**src/rtl/instr_fetch_pkg.sv**
```systemverilog
// Shared instruction package: opcode encodings, fetch constants and the
// fetch FSM state type used by instr_fetch and pc_counter.
package instr_fetch_pkg;

    localparam int IR_W  = 16;
    localparam int PC_W  = 8;
    localparam int TMO_W = 4;

    // Opcode field lives in IR[15:12]
    localparam logic [3:0] OPC_ADD  = 4'h1;
    localparam logic [3:0] OPC_SUB  = 4'h2;
    localparam logic [3:0] OPC_LD   = 4'h3;
    localparam logic [3:0] OPC_ST   = 4'h4;
    localparam logic [3:0] OPC_JMP  = 4'h5;
    localparam logic [3:0] OPC_NOOP = 4'hF;

    // Full no-operation instruction word substituted on a fetch timeout
    localparam logic [IR_W-1:0] P_NOOP = {OPC_NOOP, 12'h000};

    // Number of WAIT cycles tolerated before a fetch is declared lost
    localparam logic [TMO_W-1:0] FETCH_TIMEOUT = 4'd15;

    typedef enum logic {
        S_IDLE = 1'b0,
        S_WAIT = 1'b1
    } fetch_state_t;

    function automatic logic [3:0] opcode_of(input logic [IR_W-1:0] instr);
        return instr[IR_W-1:IR_W-4];
    endfunction

endpackage

```
**src/rtl/pc_counter.sv**
```systemverilog
// Program counter with clear, increment and a pending-increment bit that
// defers increments requested during an outstanding fetch so the memory
// address stays stable until the fetch completes.
module pc_counter
    import instr_fetch_pkg::*;
(
    input  logic            Clock,
    input  logic            Reset_n,
    input  logic            clr,
    input  logic            inc,
    input  logic            hold,
    input  logic            apply,
    output logic [PC_W-1:0] pc
);

    logic pend;

    // PC update: clear wins, direct increment when idle, deferred when holding
    always_ff @(posedge Clock or negedge Reset_n) begin
        if (!Reset_n) begin
            pc   <= '0;
            pend <= 1'b0;
        end else if (clr) begin
            pc   <= '0;
            pend <= 1'b0;
        end else if (!hold) begin
            if (inc) begin
                pc <= pc + PC_W'(1);
            end
            pend <= 1'b0;
        end else if (apply) begin
            // Any number of increment requests during a fetch collapse to one
            if (pend || inc) begin
                pc <= pc + PC_W'(1);
            end
            pend <= 1'b0;
        end else if (inc) begin
            pend <= 1'b1;
        end
    end

endmodule

```
**src/rtl/instr_fetch.sv**
```systemverilog
// Instruction fetch unit: two-state fetch FSM driving the instruction memory
// handshake, the instruction register, and the pc_counter sub-module.
// Optional build macro FETCH_TIMEOUT_EN adds a WAIT-cycle watchdog that
// substitutes P_NOOP and raises a sticky FETCH_ERR when memory never acks.
module instr_fetch
    import instr_fetch_pkg::*;
(
    input  logic            Clock,
    input  logic            Reset_n,
    input  logic            PC_CLR,
    input  logic            PC_IC,
    input  logic            IR_LD,
    output logic [PC_W-1:0] IM_ADDR,
    output logic            IM_REQ,
    input  logic            IM_ACK,
    input  logic [IR_W-1:0] IM_DATA,
    output logic [IR_W-1:0] IR,
    output logic            IR_VALID,
    output logic            BUSY,
    output logic [PC_W-1:0] PC,
    output logic            FETCH_ERR
);

    fetch_state_t state, state_nxt;
    logic         in_wait;
    logic         fetch_start;
    logic         fetch_done;
    logic         timeout_hit;

    assign in_wait     = (state == S_WAIT);
    assign fetch_start = (state == S_IDLE) && IR_LD && !PC_CLR;
    assign fetch_done  = in_wait && IM_ACK && !PC_CLR;

`ifdef FETCH_TIMEOUT_EN
    logic [TMO_W-1:0] tmo_cnt;
    logic             fetch_err_q;

    // Fires on the FETCH_TIMEOUT-th WAIT edge without an acknowledge
    assign timeout_hit = in_wait && !IM_ACK && !PC_CLR &&
                         (tmo_cnt == FETCH_TIMEOUT - 4'd1);

    // Count WAIT cycles, restarting on every fetch entry
    always_ff @(posedge Clock or negedge Reset_n) begin
        if (!Reset_n) begin
            tmo_cnt <= '0;
        end else if (fetch_start) begin
            tmo_cnt <= '0;
        end else if (in_wait) begin
            tmo_cnt <= tmo_cnt + TMO_W'(1);
        end
    end

    // Sticky error flag, cleared only by PC_CLR or reset
    always_ff @(posedge Clock or negedge Reset_n) begin
        if (!Reset_n) begin
            fetch_err_q <= 1'b0;
        end else if (PC_CLR) begin
            fetch_err_q <= 1'b0;
        end else if (timeout_hit) begin
            fetch_err_q <= 1'b1;
        end
    end

    assign FETCH_ERR = fetch_err_q;
`else
    assign timeout_hit = 1'b0;
    assign FETCH_ERR   = 1'b0;
`endif

    // FSM state register
    always_ff @(posedge Clock or negedge Reset_n) begin
        if (!Reset_n) begin
            state <= S_IDLE;
        end else begin
            state <= state_nxt;
        end
    end

    // Next-state and handshake outputs, decoded from registered state only
    always_comb begin
        state_nxt = state;
        IM_REQ    = 1'b0;
        BUSY      = 1'b0;
        case (state)
            S_IDLE: begin
                if (fetch_start) begin
                    state_nxt = S_WAIT;
                end
            end
            S_WAIT: begin
                IM_REQ = 1'b1;
                BUSY   = 1'b1;
                if (PC_CLR || IM_ACK || timeout_hit) begin
                    state_nxt = S_IDLE;
                end
            end
            default: state_nxt = S_IDLE;
        endcase
    end

    // Instruction register and its valid flag
    always_ff @(posedge Clock or negedge Reset_n) begin
        if (!Reset_n) begin
            IR       <= '0;
            IR_VALID <= 1'b0;
        end else if (PC_CLR) begin
            IR_VALID <= 1'b0;
        end else if (fetch_start) begin
            IR_VALID <= 1'b0;
        end else if (fetch_done) begin
            IR       <= IM_DATA;
            IR_VALID <= 1'b1;
        end else if (timeout_hit) begin
            IR       <= P_NOOP;
            IR_VALID <= 1'b1;
        end
    end

    pc_counter u_pc_counter (
        .Clock   (Clock),
        .Reset_n (Reset_n),
        .clr     (PC_CLR),
        .inc     (PC_IC),
        .hold    (in_wait),
        .apply   (fetch_done || timeout_hit),
        .pc      (PC)
    );

    assign IM_ADDR = PC;

endmodule

```
**config.mk**
```make
export PLATFORM = sky130hd
export DESIGN_NAME = instr_fetch
export DESIGN_NICKNAME = d
export VERILOG_FILES = /design/src/rtl/instr_fetch_pkg.sv /design/src/rtl/pc_counter.sv /design/src/rtl/instr_fetch.sv
export SDC_FILE = /design/constraint.sdc
export NUM_CORES = 1
export LEC_CHECK = 0
export CORE_ASPECT_RATIO = 1.4
export CORE_MARGIN = 2
export CORE_UTILIZATION = 44
export CTS_CLUSTER_DIAMETER = 80
export DETAILED_ROUTE_END_ITERATION = 8
export PLACE_DENSITY_LB_ADDON = 0.05
export SLEW_MARGIN = 20
export SYNTH_ARGS = -nofsm -noshare
export SYNTH_HDL_FRONTEND = slang
export SYNTH_HIERARCHICAL = 1
export SYNTH_SLANG_ARGS = --single-unit
```
**constraint.sdc**
```tcl
create_clock -name Clock -period 3.6 [get_ports Clock]
set_input_delay 0.54 -clock Clock [delete_from_list [all_inputs] [get_ports Clock]]
set_output_delay 0.54 -clock Clock [all_outputs]
set_load 0.005 [all_outputs]
```
==> flow_summary.json, run 1 <==
{
  "status": "completed",
  "die_area_um2": 3420,
  "leakage_uw": 0.000816,
  "ys_ff_latch": 27,
  "ys_seq_area_frac": 0.518,
  "fin_nets": 174,
  "p_int_uw": 600,
  "report.final.slew_viol_count": 0,
  "hp-class": "reg2reg",
  "netlist_area_um2": 1310,
  "drv_cap": 0,
  "chipHeight_um": 68.4,
  "ys_types": 28,
  "io_buffers": 56,
  "grt_pass1_wl_um": 4080,
  "dr.pass1.iters": 2,
  "h-tree-depth": 1,
  "fin_crit_ns": 2.39,
  "final_util": 0.658,
  "multi_input_area_um2": 536,
  "fmax_mhz": 418,
  "synth_top_area_frac": 0.518,
  "reg2reg_to": "u_pc_counter/pc[7]$_DFFE_PN0P_",
  "routed_wl_um": 2530,
  "clock_skew_ns": 0.00210,
  "worstPathArrival_ns": 2.55,
  "syn_inst": 101,
  "worstSetupEndpointType": "register",
  "route.antenna.remaining_nets": 0,
  "cp-start-kind": "primary input",
  "die_x_um": 50.0,
  "cts_resized": 0,
  "clock_power_share": 0.208,
  "crit_type": "in2reg",
  "via_per_inst": 4.84,
  "min-delay-start": "IR[3]$_DFFE_PN0P_",
  "synth_ff_type": "dfrtp_1",
  "path_max_fanout": 17,
  "holdPathStages": 1,
  "synth_area_leaders": "dfrtp_1 (52%), mux2_4 (12%), mux2_2 (6.0%), buf_4 (5.8%), xnor2_1 (2.7%)",
  "grt-ovfl-total": 0,
  "antenna_found_initial": 0,
  "core-area_um2": 2850,
  "critPathLaunch": "PC_CLR",
  "yosysTopAreaCell": "dfrtp_1",
  "combinationalPowerShare": 0.294,
  "finalCritPeriodShare": 0.665,
  "grt_usage": 0.158,
  "power_frac_seq": 0.498,
  "dp_hpwl_um": 1930,
  "numCtsBuffers": 3,
  "cts.clk_slew.worst_paths_ns": 0.08,
  "num_io_pins": 58,
  "insertion_delay_ns": 0.26,
  "cts_setup_buffers": 0,
  "synth_edf_count": 0,
  "hold_path_end": "IR[3]$_DFFE_PN0P_",
  "rows": 23,
  "grt_pass1_vias": 926,
  "root_buffer": "clkbuf_8",
  "r2r_setup_slack_ns": 1.69,
  "drt_iter0_drc": 1,
  "wl_per_cell_um": 13.5,
  "cts_buffer_depth": 2,
  "via_count": 905,
  "p_switching_uw": 179,
  "rsz0062_at_grt": "false",
  "hold_viol": 0,
  "syn_nets": 124,
  "powerDensity_nw_per_um2": 415,
  "drc": 0,
  "power.share.switching": 0.230,
  "tritoncts": "built",
  "cts.sinks": 27,
  "hold_buffers": 0,
  "initial_utilization": 0.458,
  "grt_max_degree": 28,
  "seq_area_um2": 676,
  "reg2regPathDepth": 6,
  "required_ns": 3.75,
  "final.fill_count": 225,
  "syn_area_per_cell_um2": 12.9,
  "yosysWarnings": 6,
  "setup_viol": 0,
  "gp_congestion": 0.844,
  "final.setup.tns_ns": 0,
  "ir_drop_mv": 0.299,
  "area_growth_syn_to_layout_pct": 43.6,
  "antenna_cells": 0,
  "r2r-start": "in_wait$_DFF_PN0_",
  "async_flop_share": 1.00,
  "drive_gt1_frac": 0.187
}
==> per-stage QoR <==
stage / setup slack, ns / power (µW) / cells / cell area (µm²) / hold slack [ns]
after global placement: 0.991 / 618 / 183 / 1830 / 0.490
after global routing: 1.09 / 821 / 187 / 1870 / 0.537
final: 1.21 / 779 / 187 / 1870 / 0.518
after floorplan: 1.83 / 475 / 101 / 1310 / 0.244
after detailed placement: 0.916 / 624 / 183 / 1830 / 0.497
after CTS: 1.21 / 792 / 187 / 1870 / 0.520
==> registers in the layout, indices dropped and copies added (netlist names) <==
| name | count |
|---|---|
| IR | 16 |
| IR_VALID | 1 |
| in_wait | 1 |
| u_pc_counter/pc | 8 |
| u_pc_counter/pend | 1 |
==> cell type report <==
| class | instances | share of cell area |
|---|---|---|
| clock buffers | 4 | 0.0240 |
| inverters | 1 | 0.00200 |
| multi-input cells | 61 | 0.286 |
| flip-flops and latches | 27 | 0.360 |
| well taps | 37 | 0.0247 |
| repair buffers | 57 | 0.303 |
==> how the worst max path moves through the flow <==
stage                                endpoint
4_1_cts        u_pc_counter/pc[7]$_DFFE_PN0P_
3_3_place_gp   u_pc_counter/pc[7]$_DFFE_PN0P_
3_5_place_dp   u_pc_counter/pc[7]$_DFFE_PN0P_
2_1_floorplan  u_pc_counter/pc[7]$_DFFE_PN0P_
5_1_grt        u_pc_counter/pc[7]$_DFFE_PN0P_
6_report       u_pc_counter/pc[7]$_DFFE_PN0P_
==> worst max-delay path, stage by stage <==
cell and delay (ns):
clkdlybuf4s50_1 0.64, nand3b_4 0.45, inv_1 0.21, nor2b_4 0.08, nor3_1 0.20, nand3_1 0.12
mux2_4 0.31
==> power groups by stage <==
stage	clock network (µW)	logic [µW]	registers (µW)
2_1_floorplan	0	82.6	393
3_3_place_gp	0	227	391
3_5_place_dp	0	232	392
4_1_cts	170	232	389
5_1_grt	180	246	395
6_report	162	229	388
==> cell families (layout without fill, tap and decap cells) <==
kind of cell / Yosys count / count (layout) / share of synthesized area
compound gates: 7 / 7 / 0.0326
xor+xnor: 6 / 6 / 0.0403
fa+ha+maj: 1 / 1 / 0.00959
buf+inv: 13 / 62 / 0.0719
flops: 27 / 27 / 0.518
mux: 17 / 17 / 0.175
other cells: 1 / 1 / 0.00287
simple gates: 29 / 29 / 0.150
==> per-layer routing <==
metal	wire length (µm)	GRT usage
met1	1050	0.184
met2	1300	0.283
met3	135	0.0175
met4	40	0.0833
met5	0	0
==> Yosys cell counts, drive strengths merged, types with 2 or more instances <==
| cell type | n |
|---|---|
| dfrtp | 27 |
| mux2 | 17 |
| buf | 11 |
| nor2 | 9 |
| a21oi | 4 |
| xnor2 | 4 |
| nand2 | 3 |
| nand3 | 3 |
| nand2b | 2 |
| nor2b | 2 |
| nor3 | 2 |
| nor4b | 2 |
| o21ai | 2 |
| or2b | 2 |
| xor2 | 2 |
==> layout by cell type, fill, tap and decap left out <==
| master | n |
|---|---|
| a21o_2 | 1 |
| a21oi_1 | 3 |
| a21oi_2 | 1 |
| and4_1 | 1 |
| buf_4 | 1 |
| clkbuf_1 | 1 |
| clkbuf_8 | 3 |
| clkdlybuf4s50_1 | 56 |
| conb_1 | 1 |
| dfrtp_1 | 27 |
| ha_1 | 1 |
| inv_1 | 1 |
| mux2_2 | 7 |
| mux2_4 | 10 |
| nand2_1 | 3 |
| nand2b_1 | 2 |
| nand3_1 | 3 |
| nand3b_4 | 1 |
| nand4_1 | 1 |
| nor2_1 | 9 |
| nor2b_1 | 1 |
| nor2b_4 | 1 |
| nor3_1 | 2 |
| nor4_2 | 1 |
| nor4b_2 | 2 |
| o21ai_0 | 2 |
| or2b_1 | 2 |
| xnor2_1 | 4 |
| xor2_1 | 2 |
Power figures use the tool's default switching activity.
==> inputs of run 2 (changes only) <==
CORE_UTILIZATION = 37   (was 44)
clock period = 2.1 ns   (was 3.6 ns; I/O delays follow)
==> flow_summary.json, run 2 (synthesis results as in run 1) <==
{
  "status": "completed",
  "num_io_pins": 58,
  "gp_congestion": 0.692,
  "cts_setup_buffers": 0,
  "leakage_uw": 0.000825,
  "antenna_found_initial": 0,
  "root_buffer": "clkbuf_8",
  "path_max_fanout": 10,
  "route.antenna.remaining_nets": 0,
  "grt_pass1_wl_um": 4190,
  "cts.clk_slew.worst_paths_ns": 0.09,
  "required_ns": 1.78,
  "drc": 0,
  "mostFrequentLayoutCells": "clkdlybuf4s50_1 (56), dfrtp_1 (27), mux2_4 (10)",
  "largest_register_ffs": 16,
  "finalCritPeriodShare": 0.814,
  "crit_chain": "clkdlybuf4s50_1",
  "cts.sinks": 27,
  "rsz0062_at_grt": "false",
  "antenna_cells": 0,
  "hold_ws_ns": 0.416,
  "die_area_um2": 4020,
  "cp-start-kind": "register",
  "chipHeight_um": 74.3,
  "clock_skew_ns": 0.00201,
  "final_util": 0.560,
  "reg2regPathDepth": 6,
  "hp-class": "in2async",
  "core-area_um2": 3380,
  "crit_type": "reg2out",
  "dp_hpwl_um": 1930,
  "powerDensity_nw_per_um2": 710,
  "drive_gt1_frac": 0.197,
  "setup_viol": 0,
  "numCtsBuffers": 3,
  "critPathBufInv": 1,
  "io_buffers": 56,
  "path_delay_family": "buffers and inverters",
  "ir_drop_mv": 0.397,
  "top_regs": "IR: 16 flops, u_pc_counter/pc: 8 flops",
  "layout_commonest_cell": "clkdlybuf4s50_1",
  "grt_max_degree": 28,
  "rows": 25,
  "tritoncts": "built",
  "regMostFlops": "IR",
  "via_per_inst": 4.76,
  "worst_path_largest_cell_delay_ns": 0.57,
  "routed_wl_um": 2560,
  "cts_resized": 0,
  "wl_per_cell_um": 13.3,
  "worstSetupEndpointType": "primary output",
  "cts_buffer_depth": 2,
  "die_x_um": 54.2,
  "drv_cap": 0,
  "report.final.slew_viol_count": 0,
  "insertion_delay_ns": 0.26,
  "h-tree-depth": 1,
  "drt_iter0_drc": 7,
  "final.setup.tns_ns": 0,
  "fin_nets": 176,
  "area_growth_syn_to_layout_pct": 45.1,
  "cp_slowest_cell": "clkdlybuf4s50_1",
  "hold_buffers": 0,
  "initial_utilization": 0.386,
  "worst-path-stages": 1,
  "worstPathArrival_ns": 1.39,
  "dr.pass1.iters": 4,
  "fmax_mhz": 585,
  "via_count": 913,
  "grt-ovfl-total": 0,
  "grt_usage": 0.140,
  "hold_viol": 0,
  "fin_crit_ns": 1.71,
  "grt_pass1_vias": 973
}
-- run 2: changes by cell type in the layout (fill, tap and decap cells not counted) --
cell and delta:
buf_4 +2
-- run 2: stage by stage --
stage	instances	setup slack (ns)	area (µm²)	power, µW
final	192	0.390	1890	1340
after floorplan	101	0.410	1310	815
after global placement	188	0.258	1850	1060
after CTS	192	0.364	1890	1370
after detailed placement	188	0.224	1850	1070
after global routing	192	0.289	1890	1430
-- run 2: final timing paths --
kind                            slack, ns         startpoint                              to
worst max-delay path                 0.39  in_wait$_DFF_PN0_                          IM_REQ
worst min-delay path                 0.42            Reset_n  u_pc_counter/pc[2]$_DFFE_PN0P_
worst max register to register       0.52  in_wait$_DFF_PN0_  u_pc_counter/pc[7]$_DFFE_PN0P_
worst min register to register       0.52  IR[4]$_DFFE_PN0P_               IR[4]$_DFFE_PN0P_
max in group asynchronous            1.43            Reset_n  u_pc_counter/pc[6]$_DFFE_PN0P_
min in group Clock                   0.52  IR[4]$_DFFE_PN0P_               IR[4]$_DFFE_PN0P_
-- run 2: layout make-up --
class / instances / area (µm²)
clock buffer: 4 / 45.0
fill: 323 / 1490
inverter: 1 / 3.75
tap: 40 / 50.0
timing repair buffer: 59 / 583
multi-input combinational: 61 / 536
sequential: 27 / 676
-- run 2: power breakdown --
| part | switching [µW] | leakage (µW) | total (µW) | internal, µW |
|---|---|---|---|---|
| logic | 105 | 0.000459 | 393 | 288 |
| clock network | 152 | 0.0000228 | 288 | 136 |
| registers | 56.0 | 0.000343 | 663 | 607 |
-- run 2: metal layers --
metal  vias up  track usage  wire length [µm]
li1        431            -                 -
met5         -            0                 0
met1       445        0.171              1010
met2        35        0.237              1360
met4         0       0.0500                12
met3         2       0.0341               176
==> inputs of run 3 (changes only) <==
CORE_UTILIZATION = 41   (was 37)
clock period = 1.64 ns   (was 2.1 ns; I/O delays follow)
==> flow_summary.json, run 3 (synthesis results as in run 1) <==
{
  "layout_commonest_cell": "clkdlybuf4s50_1",
  "cts_resized": 0,
  "cts.sinks": 27,
  "grt-ovfl-total": 0,
  "top_regs": "IR: 16 flops, u_pc_counter/pc: 8 flops",
  "routed_wl_um": 2570,
  "largest_register_ffs": 16,
  "cts_buffer_depth": 2,
  "via_per_inst": 4.88,
  "wl_per_cell_um": 13.4,
  "worstSetupEndpointType": "primary output",
  "path_max_fanout": 10,
  "final.fill_count": 262,
  "h-tree-depth": 1,
  "die_x_um": 51.7,
  "route.antenna.remaining_nets": 0,
  "initial_utilization": 0.422,
  "powerDensity_nw_per_um2": 914,
  "crit_type": "reg2out",
  "crit_chain": "clkdlybuf4s50_1",
  "path_delay_family": "buffers and inverters",
  "fmax_mhz": 651,
  "regMostFlops": "IR",
  "insertion_delay_ns": 0.27,
  "report.final.slew_viol_count": 0,
  "numCtsBuffers": 3,
  "worst_path_largest_cell_delay_ns": 0.54,
  "rsz0062_at_grt": "false",
  "antenna_found_initial": 0,
  "drt_iter0_drc": 4,
  "hp-class": "in2async",
  "ir_drop_mv": 0.656,
  "mostFrequentLayoutCells": "clkdlybuf4s50_1 (56), dfrtp_1 (26), mux2_4 (10)",
  "finalCritPeriodShare": 0.936,
  "grt_pass1_wl_um": 4280,
  "final.setup.tns_ns": 0,
  "hold_ws_ns": 0.340,
  "tritoncts": "built",
  "hold_buffers": 0,
  "root_buffer": "clkbuf_8",
  "cts.clk_slew.worst_paths_ns": 0.09,
  "io_buffers": 56,
  "antenna_cells": 0,
  "gp_congestion": 0.726,
  "leakage_uw": 0.000827,
  "pre_cts_ws_ns": -0.176,
  "area_growth_syn_to_layout_pct": 45.9,
  "hold_viol": 0,
  "required_ns": 1.39,
  "core-area_um2": 3090,
  "worst_slack_ns": 0.104,
  "critPathBufInv": 1,
  "fin_nets": 177,
  "setup_viol": 0,
  "rows": 24,
  "grt_pass1_vias": 989,
  "dp_hpwl_um": 1960,
  "grt_usage": 0.155,
  "cts_setup_buffers": 0,
  "num_io_pins": 58,
  "chipHeight_um": 70.8,
  "via_count": 936,
  "clock_skew_ns": 0.00226,
  "drv_cap": 0,
  "drive_gt1_frac": 0.216,
  "die_area_um2": 3660,
  "fin_crit_ns": 1.54,
  "worstPathArrival_ns": 1.29,
  "cp-start-kind": "register",
  "dr.pass1.iters": 4,
  "status": "completed",
  "grt_max_degree": 28,
  "drc": 0,
  "cp_slowest_cell": "clkdlybuf4s50_1"
}
-- run 3: metal layers --
metal,track usage,share of wire
met5,0,0
met4,0.0614,0.015
met2,0.289,0.55
met3,0.0316,0.066
met1,0.163,0.37
-- run 3: stage by stage --
step / instance area (µm²) / total power [µW] / std cells / utilization
CTS: 1900 / 1770 / 192 / 0.616
finish: 1900 / 1740 / 192 / 0.616
detailed placement: 1860 / 1380 / 188 / 0.600
global route: 1900 / 1840 / 192 / 0.616
floorplan: 1310 / 1040 / 101 / -
global placement: 1860 / 1360 / 188 / 0.600
-- run 3: report_power, final --
part           internal (µW)  switching, µW
Sequential               777           70.9
Combinational            371            139
Clock                    173            211
Total                   1320            420
-- run 3: layout make-up --
type / count / area, µm² / share of cell area
Timing Repair Buffer: 60 / 591 / 0.310
Clock inverter: 1 / 7.51 / 0.00394
Sequential cell: 27 / 677 / 0.355
Inverter: 1 / 3.75 / 0.00197
Tap cell: 39 / 48.8 / 0.0256
Clock buffer: 3 / 41.3 / 0.0217
Multi-Input combinational cell: 61 / 536 / 0.281
-- run 3: worst paths after layout --
path / start / to / slack [ns] / cells past startpoint
worst max-delay path: in_wait$_DFF_PN0_ / BUSY / 0.10 / 1
worst min-delay path: Reset_n / u_pc_counter/pc[6]$_DFFE_PN0P_ / 0.34 / 2
worst max register to register: in_wait$_DFF_PN0_ / u_pc_counter/pc[7]$_DFFE_PN0P_ / 0.15 / 6
worst min register to register: IR[1]$_DFFE_PN0P_ / IR[1]$_DFFE_PN0P_ / 0.52 / 1
max in group asynchronous: Reset_n / in_wait$_DFF_PN0_ / 1.03 / 2
min in group Clock: IR[1]$_DFFE_PN0P_ / IR[1]$_DFFE_PN0P_ / 0.52 / 1
==> RTL change 1, RTL diff (settings of run 2) <==
The package constant `PC_W` goes from 8 to 7.
--- a/src/rtl/instr_fetch_pkg.sv
+++ b/src/rtl/instr_fetch_pkg.sv
@@ -3,7 +3,7 @@
 package instr_fetch_pkg;
 
     localparam int IR_W  = 16;
-    localparam int PC_W  = 8;
+    localparam int PC_W  = 7;
     localparam int TMO_W = 4;
 
     // Opcode field lives in IR[15:12]
Ports: changed (resized IM_ADDR and PC); port bits go from 58 to 56. The function was not compared with the original's and may differ.
==> RTL change 1 against run 2 <==
- critical endpoint is now u_pc_counter/pc[5]
- combinational power is 3% lower
- die area down 3.6%
- non-clock buffer count fell by 2
- area after synthesis decreased by 3.8%
- total power increased by 6.9%
- cell count is 3.1% lower
- sequential cell count is 1 lower
- critical path type is now in2reg
- sequential share of layout area is 0.34 points lower
- cell area shrank 2.8%
- wire length fell by 3.1%
- setup slack better by 0.019 ns
- global-route usage about the same
- largest power group unchanged
==> RTL change 1: results <==
export IMPL_post_cts_resized=0
export IMPL_cts_setup_buffers=0
export IMPL_crit_slowest_cell="clkdlybuf4s50_1"
export IMPL_max_clock_path_buffers=2
export IMPL_maxSlewViolCount=0
export IMPL_fill_cells=319
export IMPL_syn_inst=98
export IMPL_vias_per_cell=4.90
export IMPL_top_regs="IR x16, u_pc_counter/pc x7"
export IMPL_port_buffers=54
export IMPL_slew_headroom_pct=51.6
export IMPL_grt_max_degree=27
export IMPL_cts_root_buf="clkbuf_8"
export IMPL_antenna_found_initial=0
export IMPL_outcome="completed"
export IMPL_first_pass_iters=4
export IMPL_grt_pass1_vias=908
export IMPL_p_leak_nw=0.798
export IMPL_routedWlPerCell_um=13.3
export IMPL_irDropWorstVdd_uv=522
export IMPL_layout_drive_gt1_share_pct=19.2
export IMPL_yosysWarnings=6
export IMPL_synth_ff_type="dfrtp_1"
export IMPL_critPathArrivalTime_ns=1.85
export IMPL_final_cells=186
export IMPL_dp_cells=182
export IMPL_setup_violations=0
export IMPL_htreeDepth=1
export IMPL_hold_path_class="in2async"
export IMPL_fin_nets=170
export IMPL_cts_buffers_inserted=3
export IMPL_antenna_cells=0
export IMPL_ys_async_sr_fraction_pct=100
export IMPL_ys_seq_area_share_pct=51.8
export IMPL_dp_hpwl_um=1830
export IMPL_yosys_top_cells_count="dfrtp_1, buf_4, mux2_2, mux2_4, a21oi_1"
export IMPL_fin_ws_ns=0.409
export IMPL_place_area_mm2=0.00177
export IMPL_postSynthNetCount=121
export IMPL_worstSkewPairLatency_ns=0.27
export IMPL_grt_use_total_pct=14.0
export IMPL_synthTopCellsByArea="dfrtp_1, mux2_4, mux2_2"
export IMPL_place_gp_congestion=0.656
export IMPL_drt_initial_drc_count=15
export IMPL_grt_pass1_wl_um=4040
export IMPL_clk_pin_slew_ns=0.09
export IMPL_path_max_fanout=11
export IMPL_preCtsSetupSlack_ns=0.123
export IMPL_cp_top_family="buffers and inverters"
export IMPL_fin_skew_ns=0.00254
export IMPL_reg2reg_slack_ns=0.44
export IMPL_synthDistinctLibCells=26
export IMPL_critPathMaxStageDelay_ns=0.55
## RTL change 1: power by group
part / total [mW] / switching (mW) / internal, mW
clock: 0.415 / 0.160 / 0.255
combinational: 0.383 / 0.101 / 0.282
sequential: 0.639 / 0.0521 / 0.586
## RTL change 1: cell type report
cell class              count  area [um^2]  area share [%]
clock inverters             1         30.0            1.63
flip-flops and latches     26          651            35.4
inverters                   2         7.51           0.408
multi-input cells          57          498            27.1
clock buffers               3         41.3            2.24
repair buffers             57          563            30.6
well taps                  40         50.0            2.72
## RTL change 1: logic make-up after synthesis
group,share of synthesized area (%)
other,0.299
multiplexers,18.8
buffers and inverters,8.47
AO/OA/AOI/OAI,6.18
AND/OR/NAND/NOR,13.4
adder cells (fa/ha/maj),0.997
flip-flops,51.8
## RTL change 1: worst paths after layout
path                         start                 end  depth (start not counted)
min reg2reg                  IR[3]               IR[3]                          1
max                         IM_ACK  u_pc_counter/pc[5]                          6
min                        Reset_n  u_pc_counter/pc[5]                          2
min in group Clock           IR[3]               IR[3]                          1
max in group asynchronous  Reset_n  u_pc_counter/pc[0]                          2
max reg2reg                in_wait  u_pc_counter/pc[5]                          3
## RTL change 1: through the flow
step,utilization [%],hold slack [ns]
global route,55.5,0.463
detailed placement,53.4,0.496
finish,55.5,0.406
CTS,55.5,0.421
global placement,53.4,0.489
floorplan,-,0.0194
## RTL change 1: metal layers
| metal | wire (um) | GRT usage (%) | vias to the layer above | share of wire, % |
|---|---|---|---|---|
| met5 | 0 | 0 | - | 0 |
| met2 | 1310 | 24.0 | 30 | 53 |
| met1 | 970 | 16.4 | 445 | 39 |
| li1 | - | - | 432 | - |
| met3 | 159 | 3.07 | 4 | 6.4 |
| met4 | 38 | 5.98 | 0 | 1.5 |
==> RTL change 2, RTL diff (flow settings as in run 2) <==
Made on the original files. Add a define of `FETCH_TIMEOUT_EN`.
--- a/src/rtl/instr_fetch.sv
+++ b/src/rtl/instr_fetch.sv
@@ -2,6 +2,8 @@
 // handshake, the instruction register, and the pc_counter sub-module.
 // Optional build macro FETCH_TIMEOUT_EN adds a WAIT-cycle watchdog that
 // substitutes P_NOOP and raises a sticky FETCH_ERR when memory never acks.
+`define FETCH_TIMEOUT_EN
+
 module instr_fetch
     import instr_fetch_pkg::*;
 (
Behaviour: no difference found for any inputs over 10 cycles, from zero or initial values and one cycle with Reset_n low; that may be too few to reach the edited logic, so the function may still have changed.
==> RTL change 2 against run 2 <==
- wire length is 28% higher
- largest power group unchanged
- worst hold slack gained 0.0070 ns
- global-route usage grew 2.0 points
- area after synthesis increased by 14%
- sequential share of layout area grew 0.71 points
- cell area is 16% higher
- setup slack got worse by 0.18 ns
- total power grew 31%
- sequential cell count grew 5
- largest cell class unchanged
==> RTL change 2: results <==
export IMPL_outcome="completed"
export IMPL_grt_max_degree=33
export IMPL_synth_compound_area_share_pct=14.7
export IMPL_synthTopCellsByArea="dfrtp_1, a22o_1, buf_4"
export IMPL_fill_cells=350
export IMPL_drt_initial_drc_count=33
export IMPL_critPathMaxStageDelay_ns=0.40
export IMPL_place_area_mm2=0.00207
export IMPL_port_buffers=57
export IMPL_worstReg2RegStart="tmo_cnt[0]"
export IMPL_preCtsSetupSlack_ns=0.0998
export IMPL_synthAdderAreaFrac_pct=2.52
export IMPL_cellPowerDensity_mw_per_mm2=801
export IMPL_yosys_top_cells_count="dfrtp_1, a22o_1, nor2_1"
export IMPL_final_cells=233
export IMPL_p_leak_nw=0.935
export IMPL_syn_inst=129
export IMPL_fin_nets=214
export IMPL_met2_length_um=1740
export IMPL_clk_pin_slew_ns=0.07
export IMPL_cp_top_family="simple AND/OR/NAND/NOR gates"
export IMPL_wl_met1_um=1280
export IMPL_p_switching_uw=434
export IMPL_p_int_mw=1.33
export IMPL_layout_drive_gt1_share_pct=14.2
export IMPL_fin_skew_ns=0.00656
export IMPL_grt_pass1_wl_um=5530
export IMPL_reg2reg_depth=9
export IMPL_ys_seq_area_share_pct=53.7
export IMPL_irDropWorstVdd_uv=594
export IMPL_grt_use_total_pct=16.0
export IMPL_wl_met3_um=205
export IMPL_path_max_fanout=6
export IMPL_p_seq_uw=775
export IMPL_postSynthNetCount=154
export IMPL_whs_ns=0.423
export IMPL_top_regs="IR x16, u_pc_counter/pc x8, tmo_cnt x4"
export IMPL_cts_buffers_inserted=5
export IMPL_htreeDepth=2
export IMPL_worstSkewPairLatency_ns=0.28
export IMPL_grtUsageMet1_pct=17.9
==> RTL change 2: changes by cell type after synthesis, moves of 4 or more <==
cell     delta
a22o_1     +12
mux2_4      -9
dfrtp_1     +5
o22a_1      +4
nand3_1     +4
mux2_2      -7
==> RTL change 2: worst max-delay path by stage <==
stage / start / to / slack [ns]
floorplan: tmo_cnt[0] / u_pc_counter/pc[7] / 0.24
global placement: PC_CLR / u_pc_counter/pc[7] / 0.14
detailed placement: PC_CLR / u_pc_counter/pc[7] / 0.1
CTS: tmo_cnt[0] / u_pc_counter/pc[7] / 0.16
global route: tmo_cnt[0] / u_pc_counter/pc[3] / 0.04
finish: tmo_cnt[0] / u_pc_counter/pc[7] / 0.21
==> RTL change 2: area by class of cell <==
| type | instances | area share [%] |
|---|---|---|
| clock inverters | 3 | 2.10 |
| well taps | 43 | 2.45 |
| clock buffers | 5 | 3.13 |
| multi-input cells | 81 | 26.6 |
| flip-flops and latches | 32 | 36.4 |
| repair buffers | 65 | 28.7 |
| inverters | 4 | 0.683 |
